<file path="src/rtl/prefix_addsub_pipe_v4_if.sv">
// prefix_addsub_pipe_v4_if: operand/result valid-ready bundle for the prefix add/sub pipe
interface prefix_addsub_pipe_v4_if #(parameter int WIDTH = 16);
  logic             in_valid;
  logic             in_ready;
  logic [WIDTH-1:0] in_a;
  logic [WIDTH-1:0] in_b;
  logic             in_sub;
  logic             in_cin;
  logic             out_valid;
  logic             out_ready;
  logic [WIDTH-1:0] out_sum;
  logic             out_cout;
  logic             out_ovf;
  logic             out_zero;
  modport master (
    output in_valid, in_a, in_b, in_sub, in_cin, out_ready,
    input  in_ready, out_valid, out_sum, out_cout, out_ovf, out_zero
  );
  modport slave (
    input  in_valid, in_a, in_b, in_sub, in_cin, out_ready,
    output in_ready, out_valid, out_sum, out_cout, out_ovf, out_zero
  );
endinterface

</file>
<file path="src/rtl/prefix_addsub_pipe_v4.sv">
// prefix_addsub_pipe_v4: pipelined valency-4 Kogge-Stone adder/subtractor with valid/ready flow control
module prefix_addsub_pipe_v4 #(
  parameter int WIDTH = 16
) (
  input logic                      clk,
  input logic                      rst_n,
  prefix_addsub_pipe_v4_if.slave   bus
);
  localparam int LEVELS = (WIDTH == 4) ? 1 : (WIDTH == 16) ? 2 : 3;
  localparam logic [WIDTH-1:0] ONES = '1;
  localparam logic [LEVELS:0] V_ONES = '1;
  if (WIDTH != 4 && WIDTH != 16 && WIDTH != 64) begin : g_bad_width
    $error("prefix_addsub_pipe_v4: WIDTH must be 4, 16 or 64");
  end
  logic [WIDTH-1:0] b_eff, g_in, p_in;
  logic             c0_in;
  logic [WIDTH-1:0] gg_q [LEVELS];
  logic [WIDTH-1:0] pp_q [LEVELS];
  logic [WIDTH-1:0] pb_q [LEVELS];
  logic [LEVELS-1:0] c0_q;
  logic [WIDTH-1:0] gg_d [LEVELS];
  logic [WIDTH-1:0] pp_d [LEVELS];
  logic [WIDTH-1:0] gs [4];
  logic [WIDTH-1:0] ps [4];
  logic [LEVELS:0]  v_q, free;
  logic [WIDTH-1:0] sum_d, sum_q;
  logic             cout_d, ovf_d, cout_q, ovf_q, zero_q;
  always_comb begin
    b_eff = bus.in_sub ? ~bus.in_b : bus.in_b;
    c0_in = bus.in_sub | bus.in_cin;
    p_in = bus.in_a ^ b_eff;
    g_in = bus.in_a & b_eff;
    g_in[0] = g_in[0] | (p_in[0] & c0_in);
    gs = '{default: '0};
    ps = '{default: '0};
    gg_d = '{default: '0};
    pp_d = '{default: '0};
    for (int k = 0; k < LEVELS; k++) begin
      for (int j = 0; j < 4; j++) begin
        gs[j] = (gg_q[k] << (j * 4**k)) | ({WIDTH{c0_q[k]}} & ~(ONES << (j * 4**k)));
        ps[j] = pp_q[k] << (j * 4**k);
      end
      gg_d[k] = gs[0] | ps[0] & (gs[1] | ps[1] & (gs[2] | ps[2] & gs[3]));
      pp_d[k] = ps[0] & ps[1] & ps[2] & ps[3];
    end
    sum_d = pb_q[LEVELS-1] ^ {gg_d[LEVELS-1][WIDTH-2:0], c0_q[LEVELS-1]};
    cout_d = gg_d[LEVELS-1][WIDTH-1];
    ovf_d = gg_d[LEVELS-1][WIDTH-1] ^ gg_d[LEVELS-1][WIDTH-2];
    free = '0;
    for (int s = 0; s <= LEVELS; s++)
      free[s] = bus.out_ready | ((v_q >> s) != (V_ONES >> s));
  end
  always_ff @(posedge clk or negedge rst_n) begin
    if (!rst_n) begin
      v_q <= '0;
      sum_q <= '0;
      cout_q <= 1'b0;
      ovf_q <= 1'b0;
      zero_q <= 1'b0;
    end else begin
      if (free[0]) v_q[0] <= bus.in_valid;
      for (int s = 1; s <= LEVELS; s++)
        if (free[s]) v_q[s] <= v_q[s-1];
      if (free[LEVELS]) begin
        sum_q <= sum_d;
        cout_q <= cout_d;
        ovf_q <= ovf_d;
        zero_q <= ~|sum_d;
      end
    end
  end
  // Prefix datapath carries no reset; only the valid bits qualify it
  always_ff @(posedge clk) begin
    if (free[0]) begin
      gg_q[0] <= g_in;
      pp_q[0] <= p_in;
      pb_q[0] <= p_in;
      c0_q[0] <= c0_in;
    end
    for (int s = 1; s < LEVELS; s++)
      if (free[s]) begin
        gg_q[s] <= gg_d[s-1];
        pp_q[s] <= pp_d[s-1];
        pb_q[s] <= pb_q[s-1];
        c0_q[s] <= c0_q[s-1];
      end
  end
  assign bus.in_ready = free[0];
  assign bus.out_valid = v_q[LEVELS];
  assign bus.out_sum = sum_q;
  assign bus.out_cout = cout_q;
  assign bus.out_ovf = ovf_q;
  assign bus.out_zero = zero_q;
endmodule

</file>
<file path="src/flat_wrapper.sv">
// flat-port wrapper written by rule: the top's interface ports become plain ports
module prefix_addsub_pipe_v4_flat 
#(
  parameter int WIDTH = 16
)
  (clk, rst_n, bus_in_valid, bus_in_a, bus_in_b, bus_in_sub, bus_in_cin, bus_out_ready, bus_in_ready, bus_out_valid, bus_out_sum, bus_out_cout, bus_out_ovf, bus_out_zero);
  prefix_addsub_pipe_v4_if #(.WIDTH(WIDTH)) bus_i ();
  input logic clk;
  input logic rst_n;
  input wire logic [$bits(bus_i.in_valid)-1:0] bus_in_valid;
  input wire logic [$bits(bus_i.in_a)-1:0] bus_in_a;
  input wire logic [$bits(bus_i.in_b)-1:0] bus_in_b;
  input wire logic [$bits(bus_i.in_sub)-1:0] bus_in_sub;
  input wire logic [$bits(bus_i.in_cin)-1:0] bus_in_cin;
  input wire logic [$bits(bus_i.out_ready)-1:0] bus_out_ready;
  output wire logic [$bits(bus_i.in_ready)-1:0] bus_in_ready;
  output wire logic [$bits(bus_i.out_valid)-1:0] bus_out_valid;
  output wire logic [$bits(bus_i.out_sum)-1:0] bus_out_sum;
  output wire logic [$bits(bus_i.out_cout)-1:0] bus_out_cout;
  output wire logic [$bits(bus_i.out_ovf)-1:0] bus_out_ovf;
  output wire logic [$bits(bus_i.out_zero)-1:0] bus_out_zero;
  assign bus_i.in_valid = bus_in_valid;
  assign bus_i.in_a = bus_in_a;
  assign bus_i.in_b = bus_in_b;
  assign bus_i.in_sub = bus_in_sub;
  assign bus_i.in_cin = bus_in_cin;
  assign bus_i.out_ready = bus_out_ready;
  assign bus_in_ready = bus_i.in_ready;
  assign bus_out_valid = bus_i.out_valid;
  assign bus_out_sum = bus_i.out_sum;
  assign bus_out_cout = bus_i.out_cout;
  assign bus_out_ovf = bus_i.out_ovf;
  assign bus_out_zero = bus_i.out_zero;
  prefix_addsub_pipe_v4 #(.WIDTH(WIDTH)) u_core (.clk(clk), .rst_n(rst_n), .bus(bus_i));
endmodule
</file>
<file path="config.mk">
export PLATFORM = sky130hd
export DESIGN_NAME = prefix_addsub_pipe_v4_flat
export DESIGN_NICKNAME = d
export VERILOG_FILES = /design/src/rtl/prefix_addsub_pipe_v4_if.sv /design/src/rtl/prefix_addsub_pipe_v4.sv /design/src/flat_wrapper.sv
export SDC_FILE = /design/constraint.sdc
export NUM_CORES = 1
export LEC_CHECK = 0
export BUFFER_PORTS_ARGS = -buffer_cell sky130_fd_sc_hd__clkbuf_2
export CAP_MARGIN = 10
export CORE_AREA = 8 8 93 95
export DETAILED_ROUTE_END_ITERATION = 10
export DIE_AREA = 0 0 101 103
export PLACE_DENSITY = 0.83
export SYNTH_ARGS = -nofsm -noshare
export SYNTH_HDL_FRONTEND = slang
export SYNTH_SLANG_ARGS = --single-unit
</file>
<file path="constraint.sdc">
create_clock -name clk -period 5.8 [get_ports clk]
set_input_delay 0 -clock clk [delete_from_list [all_inputs] [get_ports clk]]
set_output_delay 0 -clock clk [all_outputs]
set_load 0.1 [all_outputs]
</file>
Yosys cells after proc, flatten, opt, wreduce, memory -nomap -nowiden. Memories as Yosys holds them, arrays and structs flattened. Index checks and enable logic that the tools add are counted.

Memory bits (writable): 96. Flip-flop bits (word level): 24. Memories kept: 3. Bits of input ports: 38. Word-level logic and storage cells: 54. Output and inout bits: 21.

Memory list: u_core.gg_q (depth 2, width 16, read ports 2, clocked after memory_dff 0, wr ports 2, RTL line prefix_addsub_pipe_v4.sv:17) `logic [WIDTH-1:0] gg_q [LEVELS];`; u_core.pb_q (depth 2, width 16, read ports 2, clocked after memory_dff 0, wr ports 2, RTL line prefix_addsub_pipe_v4.sv:19) `logic [WIDTH-1:0] pb_q [LEVELS];`; u_core.pp_q (depth 2, width 16, read ports 2, clocked after memory_dff 0, wr ports 2, RTL line prefix_addsub_pipe_v4.sv:18) `logic [WIDTH-1:0] pp_q [LEVELS];`.

Reduce and logical (&&, ||, !) cells: 2. Bitwise logic cells: 33. Muxes and demuxes: 5. Eq/ne operators: 2.

Operators by type and width (number): $and 16x16->16 (10); $or 16x16->16 (6); $xor 16x16->16 (2); $mux 16 (1); $not 16->16 (1); $or 16x1->16 (1); $or 16x12->16 (1); $or 16x2->16 (1); $or 16x3->16 (1); $or 16x4->16 (1); $or 16x8->16 (1); $reduce_or 16->1 (1); $or 1x1->1 (5); $mux 1 (4); $ne 3x3->1 const B (1); $ne 2x2->1 const B (1); $and 1x1->1 (1); $logic_not 1->1 (1); $not 1->1 (1); $xor 1x1->1 (1).

Logic depth before layout (Yosys ltp). Gate-level depths: netlist of run 1. An unclocked memory read counts as a cell.

Depth in word-level cells: 11. Depth in mapped cells: 6. Depth with buffers taken out: 5.

Worst setup path after synthesis of run 1. No wires, ideal clock.

Kind: register to register. From: register u_core.v_q[2]. To: register u_core.c0_q[0] (enable). Stages on the path, launching flop included: 4. Path buffers: 1. Data required time: 4.936 ns. Setup slack: 2.072 ns. Period minus slack after synthesis: 3.728 ns. Library setup time: 0.864 ns. Data arrival time: 2.864 ns. Cells stage by stage: dfrtp_1 nor2b_1 clkbuf_1 nand3_1.

Longest elaborated chain between the ends: 2.

Ends and longest elaborated chain: start: declaration (RTL line prefix_addsub_pipe_v4.sv:25) `logic [LEVELS:0] v_q, free;`; start signal: indexed assignment (RTL line prefix_addsub_pipe_v4.sv:63) `if (free[s]) v_q[s] <= v_q[s-1];`; $ne 3x3->1 (RTL line prefix_addsub_pipe_v4.sv:51) `free[s] = bus.out_ready | ((v_q >> s) != (V_ONES >> s));`; $or 1x1->1 (RTL line prefix_addsub_pipe_v4.sv:51); via bus_in_ready (RTL line flat_wrapper.sv:16) `output wire logic [$bits(bus_i.in_ready)-1:0] bus_in_ready;`; end signal: assignment (RTL line prefix_addsub_pipe_v4.sv:78) `c0_q[0] <= c0_in;`; end signal: indexed assignment (RTL line prefix_addsub_pipe_v4.sv:85) `c0_q[s] <= c0_q[s-1];`; end: declaration (RTL line prefix_addsub_pipe_v4.sv:20) `logic [LEVELS-1:0] c0_q;`.

The timed path passes the listed nets, and every way through them passes these cells. A chain may end at the register's enable or synchronous reset.

Final worst setup path of run 1.
From: register u_core.v_q[2]. To: output bus_in_ready.

Longest elaborated chain between the ends: 2.

Ends and longest elaborated chain (RTL line): $ne 3x3->1 (prefix_addsub_pipe_v4.sv:51); $or 1x1->1 (prefix_addsub_pipe_v4.sv:51); end: declaration (flat_wrapper.sv:16).

No other way between the ends.

==> impl_metrics.yaml, run 1 <==
cts:
  cts_tree: "built"
  clk_pin_slew_ns: 0.09
  clk-insertion-delay-late_ns: 0.35
  cts_max_path_buffers: 2
  htreeDepth: 3
  cts.sinks: 101
  numCtsBuffers: 9
  root_buffer: "clkbuf_8"
  cts_setup_buffers: 0
sta:
  min_period_over_period_pct: 36.9
  maxSlewViolCount: 0
  finalHoldViolCount: 0
  tightestPinTransition_ns: 0.568
  max_freq_mhz: 467
  period_minus_slack_ns: 2.14
  rsz0062_at_grt: "no"
  tns_ns: 0
  clock_skew_ns: 0.00950
  maxSlewHeadroom_pct: 62.2
  final-setup-viol-count: 0
detailed_routing:
  drt_iter0_drc: 195
  wirelength_um: 8260
  via_per_inst: 5.47
  num_vias: 2760
  ant_nets: 0
  wl_per_cell_um: 16.4
  firstDrtPassIters: 4
  drc: 0
global_routing:
  grt_pass1_vias: 2859
  grt_max_degree: 48
  antenna_found_initial: 1
  grt-busiest-layer: "met2"
  grt_usage_pct: 17.2
  grt_use_met3_pct: 2.70
  overflow: 0
  grt_pass1_wl_um: 13700
  met2_usage_pct: 29.6
  use_met1_pct: 20.6
hold_path:
  min_to: "u_core.pp_q[0][12]$_DFFE_PP_"
  hold_depth: 3
  min_path_type: "input port to register"
  min-delay-start: "bus_in_b[12]"
finish:
  final_common_cell: "edfxtp_1"
  layout.nets: 454
  area_delta_synth_final_pct: 19.7
  mostFrequentLayoutCells: "edfxtp_1 (79), clkbuf_2 (58), nand2_1 (42)"
  drive_above_1_share_pct: 20.0
  seq_area_mm2: 0.00292
  stdcell_area_mm2: 0.00514
  multi_input_area_mm2: 0.00133
  stdcell_count: 505
  num-fill-cells: 506
place:
  routabilityCongestion: 0.789
  placed_cells: 469
  numPortBuffers: 58
  place_area_mm2: 0.00471
  dp_hpwl_um: 5700
floorplan:
  core_area_mm2: 0.00714
  io_pins: 59
  start_util_pct: 60.2
  dieArea_mm2: 0.0104
  die_h_um: 103
  num_rows: 31
  fp.dieW_um: 101
worst_setup_path:
  startpoint: "u_core.v_q[2]$_DFFE_PN0P_"
  cp_num_buf_inv: 3
  cp_common_cell: "buf_4"
  startpoint_type: "register"
  cp.required_ns: 5.80
  path_class: "register to output pin"
  worstRegToRegCells: 4
  path_max_fanout: 35
  critPathCaptureType: "output pin"
  r2r_start: "u_core.v_q[2]$_DFFE_PN0P_"
  rrSetupSlack_ns: 4.12
  cp_cell_sequence: "nor2b_1, buf_4, nand3_1, buf_4, clkbuf_2"
  r2r_end: "u_core.gg_q[0][25]$_DFFE_PP_"
  crit_arrival_ns: 2.14
  cpMaxStageDelayCell: "clkbuf_2"
  crit_family: "buffers and inverters"
  critPathMaxStageDelay_ns: 0.54
pwr:
  power.density_mw_per_mm2: 424
  p_clk_share_pct: 23.8
  seqPwrFrac_pct: 47.7
  swShare_pct: 36.8
  peakVddDrop_mv: 0.202
  combinationalPowerShare_pct: 28.5
  p_leak_nw: 2.19
  p_int_mw: 1.38
  switching_power_uw: 802
synth:
  syn_area_mm2: 0.00429
  ys.warnings.count: 0
  synth-seq-area-share_pct: 68.1
  synthTopCellsByArea: "edfxtp_1 (55%), dfrtp_1 (13%), ha_1 (4.7%)"
  synth_compound_area_share_pct: 11.5
  synth_seq_cells: 101
  synth_fa_ha_area_share_pct: 4.66
  avgSynthCellArea_um2: 13.6
  synthMuxAreaShare_pct: 0
  synthCells: 315
  yosys.area.top_type: "edfxtp_1"
  synth-xor-area-share_pct: 5.10
  yosys.area_share.simple_pct: 9.73
  synth_cell_types: 39
  synth_top_family_by_area: "compound AO/OA/AOI/OAI gates"
  synth.net_count: 369
  synth_top_area_share_pct: 55.2
status:
  status: "finished clean"
job:
  cap_violations: 0
-- sequential cells by signal (all words and copies together) (netlist names) --
register	flops
u_core.c0_q	2
u_core.bus.out_sum	16
u_core.pp_q	29
u_core.v_q	3
u_core.bus.out_cout	1
u_core.pb_q	16
u_core.bus.out_zero	1
u_core.gg_q	32
u_core.bus.out_ovf	1
-- worst max-delay path by stage --
stage / end / slack, ns / depth (start not counted)
after detailed placement: bus_in_ready / 4.04 / 5
after floorplan: u_core.c0_q[0]$_DFFE_PP_ / 2.07 / 3
after global routing: bus_in_ready / 3.55 / 5
final: bus_in_ready / 3.66 / 5
after CTS: bus_in_ready / 3.65 / 5
after global placement: bus_in_ready / 4.09 / 5
-- cell families (layout without fill, tap and decap cells) --
| family | count (synthesis) | count (layout) |
|---|---|---|
| fa+ha+maj | 16 | 16 |
| xor+xnor | 25 | 25 |
| other cells | 0 | 1 |
| compound gates | 72 | 72 |
| buf+inv | 10 | 100 |
| flops | 101 | 101 |
| simple gates | 91 | 91 |
-- metal layers --
metal | share of wire, % | vias to the layer above
met1 | 42 | 1324
met3 | 5.5 | 15
met2 | 51 | 98
met4 | 2.3 | 0
li1 | - | 1323
met5 | 0 | -
-- tightest hold or removal path: cells and delay by family --
kind | cells | cell delay (ns)
buf+inv | 1 | 0.08
xor+xnor | 1 | 0.13
fa+ha+maj | 1 | 0.13
-- cell usage after synthesis --
library cell and instances:
buf_2 1, o22ai_1 2, a211oi_1 4, a21oi_1 19, nand4_1 1, or2_1 1
or2_2 1, a22o_1 1, dfrtp_1 22, o31ai_1 4, and4_1 1, nand2_1 42
clkbuf_1 5, nand4_2 1, xor2_1 17, a41o_1 1, a21boi_0 2, o21ai_0 5
a21o_1 18, a21bo_1 3, nand3_1 9, a211oi_2 2, o221a_1 1, a21boi_2 1
xnor2_1 8, and2_1 6, nor2b_1 2, edfxtp_1 79, a221oi_1 1, o21ai_1 5
inv_1 4, nand2b_1 4, ha_1 16, nor4_1 1, nor2_1 20, nor4_2 1
and3_1 1, a21boi_1 1, o21bai_1 2
-- area by class of cell --
cell class / count / share of cell area, %
Tap cell: 99 / 2.41
Multi-Input combinational cell: 204 / 25.9
Clock inverter: 6 / 2.17
Antenna cell: 1 / 0.0487
Clock buffer: 10 / 2.48
Timing Repair Buffer: 80 / 9.79
Sequential cell: 101 / 56.9
Inverter: 4 / 0.292
-- power groups by stage --
| stage | logic, mW | clock network (mW) | registers [mW] |
|---|---|---|---|
| 2_1_floorplan | 0.196 | 0 | 1.32 |
| 3_3_place_gp | 0.597 | 0 | 1.04 |
| 3_5_place_dp | 0.610 | 0 | 1.05 |
| 4_1_cts | 0.624 | 0.521 | 1.04 |
| 5_1_grt | 0.663 | 0.552 | 1.06 |
| 6_report | 0.621 | 0.520 | 1.04 |
-- through the flow --
stage | util [%] | total power, mW | hold slack (ns) | worst slack (ns)
after global routing | 72.0 | 2.27 | 0.0984 | 3.55
after CTS | 72.0 | 2.18 | 0.0900 | 3.65
final | 72.0 | 2.18 | 0.0909 | 3.66
after detailed placement | 66.0 | 1.66 | 0.000280 | 4.04
after global placement | 66.0 | 1.64 | -0.00924 | 4.09
after floorplan | - | 1.52 | -0.296 | 2.07
-- repair_timing --
item	4_1_cts	5_1_grt
endpoints found under the setup margin	0	0
hold buffers	19	0
resized for setup	0	0
endpoints found under the hold margin	55	0
No activity file was read; power rests on OpenSTA's default activity.
==> inputs of run 2 (changes only) <==
--- a/config.mk
+++ b/config.mk
@@ -7,10 +7,10 @@
 export LEC_CHECK = 0
 export BUFFER_PORTS_ARGS = -buffer_cell sky130_fd_sc_hd__clkbuf_2
 export CAP_MARGIN = 10
-export CORE_AREA = 8 8 93 95
+export CORE_AREA = 8 8 101 103
 export DETAILED_ROUTE_END_ITERATION = 10
-export DIE_AREA = 0 0 101 103
-export PLACE_DENSITY = 0.83
+export DIE_AREA = 0 0 109 111
+export PLACE_DENSITY = 0.74
 export SYNTH_ARGS = -nofsm -noshare
 export SYNTH_HDL_FRONTEND = slang
 export SYNTH_SLANG_ARGS = --single-unit
==> constraint.sdc (replaced) <==
create_clock -name clk -period 1.7 [get_ports clk]
set_input_delay 0 -clock clk [delete_from_list [all_inputs] [get_ports clk]]
set_output_delay 0 -clock clk [all_outputs]
set_load 0.1 [all_outputs]
==> impl_metrics.yaml, run 2 (synthesis results as in run 1) <==
sta:
  max_freq_mhz: 601
  final-setup-viol-count: 0
  min_period_over_period_pct: 97.8
  maxSlewHeadroom_pct: 62.6
  rsz0062_at_grt: "no"
  clock_skew_ns: 0.0111
  finalHoldViolCount: 0
  fin_ws_ns: 0.0373
  period_minus_slack_ns: 1.66
  tightestPinTransition_ns: 0.564
  maxSlewViolCount: 0
  tns_ns: 0
finish:
  antennaDiodeCount: 0
  layout.nets: 456
  multi_input_area_mm2: 0.00136
  largest_reg_flops: 32
  mostFrequentLayoutCells: "edfxtp_1 (79), clkbuf_2 (57), nand2_1 (41)"
  area_delta_synth_final_pct: 21.0
  top_register: "u_core.gg_q"
  num-fill-cells: 657
  drive_above_1_share_pct: 21.6
  final_common_cell: "edfxtp_1"
  stdcell_count: 515
  seq_area_mm2: 0.00293
  top_regs: "u_core.gg_q: 32 flops, u_core.pp_q: 29 flops"
place:
  routabilityCongestion: 0.803
  numPortBuffers: 58
  placed_cells: 480
  post-place-ws_ns: 0.0847
  dp_hpwl_um: 5720
worst_setup_path:
  path_class: "register to register"
  cp.required_ns: 1.99
  crit_family: "compound AO/OA/AOI/OAI gates"
  cpMaxStageDelayCell: "edfxtp_1"
  critPathMaxStageDelay_ns: 0.45
  crit_arrival_ns: 1.96
  startpoint_type: "register"
  critPathCaptureType: "register"
  rrSetupSlack_ns: 0.04
  cp_cell_sequence: "a21o_1, a211oi_2, o22ai_1, nor4_2, a22o_1"
  path_max_fanout: 3
  cp_num_buf_inv: 0
cts:
  clk-insertion-delay-late_ns: 0.35
  cts.sinks: 101
  cts_setup_buffers: 0
  cts_max_path_buffers: 2
  htreeDepth: 3
  root_buffer: "clkbuf_8"
  clk_pin_slew_ns: 0.09
  cts_tree: "built"
  numCtsBuffers: 9
floorplan:
  core_area_mm2: 0.00855
  die_h_um: 111
  num_rows: 34
  start_util_pct: 50.2
  fp.dieW_um: 109
  dieArea_mm2: 0.0121
  io_pins: 59
detailed_routing:
  drt_iter0_drc: 69
  drc: 0
  ant_nets: 0
  wl_per_cell_um: 14.6
  firstDrtPassIters: 4
  via_per_inst: 5.16
  wirelength_um: 7510
  num_vias: 2655
global_routing:
  grt_pass1_wl_um: 12500
  antenna_found_initial: 0
  overflow: 0
  grt_max_degree: 36
  grt_usage_pct: 12.9
  grt_pass1_vias: 2735
pwr:
  peakVddDrop_mv: 0.584
  power.density_mw_per_mm2: 1370
  p_total_mw: 7.14
  p_leak_nw: 2.21
status:
  status: "finished clean"
hold_path:
  min_path_type: "input port to register"
job:
  cap_violations: 0
run 2: worst paths after layout:
path | start | endpoint | cells after the start
max in group asynchronous | rst_n | u_core.v_q[2]$_DFFE_PN0P_ | 2
max | u_core.gg_q[0][17]$_DFFE_PP_ | u_core.bus.out_zero$_DFFE_PN0P_ | 5
max reg2reg | u_core.gg_q[0][17]$_DFFE_PP_ | u_core.bus.out_zero$_DFFE_PN0P_ | 5
min reg2reg | u_core.c0_q[0]$_DFFE_PP_ | u_core.c0_q[1]$_DFFE_PP_ | 0
min | bus_out_ready | u_core.bus.out_sum[3]$_DFFE_PN0P_ | 4
min in group asynchronous | rst_n | u_core.bus.out_zero$_DFFE_PN0P_ | 2
run 2: cell type report:
class                           count  area share, %
Tap cell                          108           2.60
Sequential cell                   101           56.3
Inverter                            4          0.289
Multi-Input combinational cell    204           26.1
Clock buffer                       12           2.79
Timing Repair Buffer               82           11.0
Clock inverter                      4          0.939
run 2: per-stage QoR:
stage	hold WS (ns)	area [µm²]	utilization, %
floorplan	-0.296	4320	-
global placement	-0.00420	4810	56.2
detailed placement	0.00555	4810	56.2
CTS	0.0549	5190	60.7
global route	0.108	5200	60.8
finish	0.0666	5200	60.8
run 2: power by group:
group          leakage (nW)  internal (mW)  switching, mW  total [mW]
combinational          1.03          0.525           1.61        2.14
sequential             1.08           3.22          0.318        3.54
clock                 0.100          0.720          0.741        1.46
total                  2.21           4.47           2.67        7.14
run 2: what timing repair did:
| action | in CTS | in global routing |
|---|---|---|
| endpoints found under the setup margin | 0 | 1 |
| endpoints found under the hold margin | 55 | 0 |
| hold buffers | 19 | 0 |
| gates resized for setup | 0 | 1 |
run 2: layer usage:
layer	GRT usage (%)	vias up	wire, µm	share of wire (%)
li1	-	1327	-	-
met4	5.75	0	125	1.7
met5	0	-	0	0
met3	2.56	9	493	6.6
met1	16.0	1240	3280	44
met2	21.1	79	3610	48
run 2: worst reg2reg max path: stages (launching register included):
cell,delay [ns]
edfxtp_1,0.45
a21o_1,0.24
a211oi_2,0.32
o22ai_1,0.15
nor4_2,0.30
a22o_1,0.15
==> inputs of run 3 (changes only) <==
==> constraint.sdc (replaced) <==
create_clock -name clk -period 1.7 [get_ports clk]
set_input_delay 0.085 -clock clk [delete_from_list [all_inputs] [get_ports clk]]
set_output_delay 0.085 -clock clk [all_outputs]
set_load 0.1 [all_outputs]
==> impl_metrics.yaml, run 3 (synthesis results as in run 1) <==
worst_setup_path:
  critPathCaptureType: "register"
  path_class: "register to register"
  startpoint_type: "register"
  cpMaxStageDelayCell: "edfxtp_1"
  cp.required_ns: 2.01
  cp_num_buf_inv: 0
  crit_arrival_ns: 1.90
  critPathMaxStageDelay_ns: 0.46
  crit_family: "compound AO/OA/AOI/OAI gates"
  cp_cell_sequence: "a21o_1, a211oi_2, o22ai_1, nor4_2, a22o_1"
  path_max_fanout: 3
pwr:
  seqPwrFrac_pct: 48.4
  peakVddDrop_mv: 0.552
  combinationalPowerShare_pct: 28.8
  swShare_pct: 37.9
  p_leak_nw: 2.15
  p_int_mw: 4.56
  power.density_mw_per_mm2: 1450
  switching_power_mw: 2.78
  p_clk_share_pct: 22.7
detailed_routing:
  firstDrtPassIters: 4
  drt_iter0_drc: 152
  wirelength_um: 7970
  via_per_inst: 5.24
  drc: 0
  wl_per_cell_um: 15.9
  num_vias: 2619
  ant_nets: 0
finish:
  top_regs: "u_core.gg_q: 32 flops, u_core.pp_q: 29 flops"
  mostFrequentLayoutCells: "edfxtp_1 (79), clkbuf_2 (57), nand2_1 (41)"
  num-fill-cells: 695
  largest_reg_flops: 32
  final_common_cell: "edfxtp_1"
  layout.nets: 441
  area_delta_synth_final_pct: 17.8
  antennaDiodeCount: 0
  stdcell_area_mm2: 0.00506
  drive_above_1_share_pct: 23.5
  top_register: "u_core.gg_q"
  fin_util_pct: 59.1
  multi_input_area_mm2: 0.00138
  seq_area_mm2: 0.00293
sta:
  fin_ws_ns: 0.104
  finalHoldViolCount: 0
  tns_ns: 0
  clock_skew_ns: 0.00858
  maxSlewViolCount: 0
  rsz0062_at_grt: "no"
  final-setup-viol-count: 0
  period_minus_slack_ns: 1.60
  tightestPinTransition_ns: 0.559
  max_freq_mhz: 627
  maxSlewHeadroom_pct: 62.9
  min_period_over_period_pct: 93.9
floorplan:
  dieArea_mm2: 0.0121
  fp.dieW_um: 109
  core_area_mm2: 0.00855
  die_h_um: 111
  num_rows: 34
  io_pins: 59
  start_util_pct: 50.2
place:
  numPortBuffers: 58
  routabilityCongestion: 0.834
  dp_hpwl_um: 5710
  place_area_mm2: 0.00478
  post-place-ws_ns: 0.0698
global_routing:
  grt_usage_pct: 14.0
  antenna_found_initial: 0
  grt_pass1_wl_um: 13300
  met2_usage_pct: 21.7
  grt_max_degree: 48
  grt-busiest-layer: "met2"
  grt_use_met3_pct: 2.44
  overflow: 0
  use_met1_pct: 18.7
  grt_pass1_vias: 2717
status:
  status: "finished clean"
cts:
  clk_pin_slew_ns: 0.10
  numCtsBuffers: 9
  clk-insertion-delay-late_ns: 0.36
  cts.sinks: 101
  cts_max_path_buffers: 2
  root_buffer: "clkbuf_8"
  htreeDepth: 3
  cts_tree: "built"
hold_path:
  min_path_type: "input port to register"
job:
  cap_violations: 0
[run 3: changes by cell type in the layout (fill, tap and decap cells not counted), moves of 2 or more]
cell           previous run  this run
buf_12                    4         2
dlygate4sd3_1            19         2
buf_4                     2         5
clkbuf_1                  2         0
inv_6                     0         2
clkinv_2                  2         0
[run 3: worst register-to-register path, cell delays in order (launching register included)]
cell and delay [ns]:
edfxtp_1 0.46, a21o_1 0.25, a211oi_2 0.28, o22ai_1 0.14
nor4_2 0.27, a22o_1 0.15
[run 3: worst paths after layout]
check / endpoint / cells after the start / slack (ns) / from
worst max-delay path: u_core.bus.out_zero$_DFFE_PN0P_ / 5 / 0.10 / u_core.gg_q[0][17]$_DFFE_PP_
worst min-delay path: u_core.pp_q[0][11]$_DFFE_PP_ / 2 / 0.01 / bus_in_a[11]
worst max register to register: u_core.bus.out_zero$_DFFE_PN0P_ / 5 / 0.10 / u_core.gg_q[0][17]$_DFFE_PP_
worst min register to register: u_core.pb_q[0][31]$_DFFE_PP_ / 0 / 0.46 / u_core.pp_q[0][15]$_DFFE_PP_
max in group asynchronous: u_core.v_q[2]$_DFFE_PN0P_ / 2 / 1.07 / rst_n
min in group asynchronous: u_core.v_q[1]$_DFFE_PN0P_ / 2 / 0.22 / rst_n
[run 3: repair_timing]
item | 4_1_cts | 5_1_grt
endpoints found under the hold margin | 23 | 0
cloned | 1 | 0
setup buffers | 1 | 0
pin swaps | 1 | 1
resized for setup | 1 | 2
endpoints found under the setup margin | 1 | 1
hold buffers | 2 | 0
[run 3: power groups by stage]
stage | logic [mW] | clock network, mW | registers [mW]
2_1_floorplan | 0.674 | 0 | 4.51
3_3_place_gp | 2.08 | 0 | 3.58
3_5_place_dp | 2.10 | 0 | 3.61
4_1_cts | 2.12 | 1.68 | 3.56
5_1_grt | 2.26 | 1.79 | 3.62
6_report | 2.11 | 1.67 | 3.55
[run 3: through the flow]
stage	cells	hold slack, ns	power [mW]
after floorplan	315	-0.211	5.19
after global placement	480	0.0802	5.66
after detailed placement	480	0.0957	5.71
after CTS	500	0.00308	7.36
after global routing	500	0.00876	7.66
final	500	0.0109	7.34
[run 3: layout make-up]
class	count	share of cell area (%)
clock buffers	9	2.45
clock inverters	7	1.93
inverters	4	0.297
multi-input cells	205	27.2
flip-flops and latches	101	57.9
well taps	108	2.67
repair buffers	66	7.57
[run 3: routing by layer]
metal | vias up | routed length, µm | share of wire (%)
li1 | 1300 | - | -
met1 | 1246 | 3780 | 47
met2 | 66 | 3700 | 46
met3 | 7 | 390 | 4.9
met4 | 0 | 100 | 1.3
met5 | - | 0 | 0
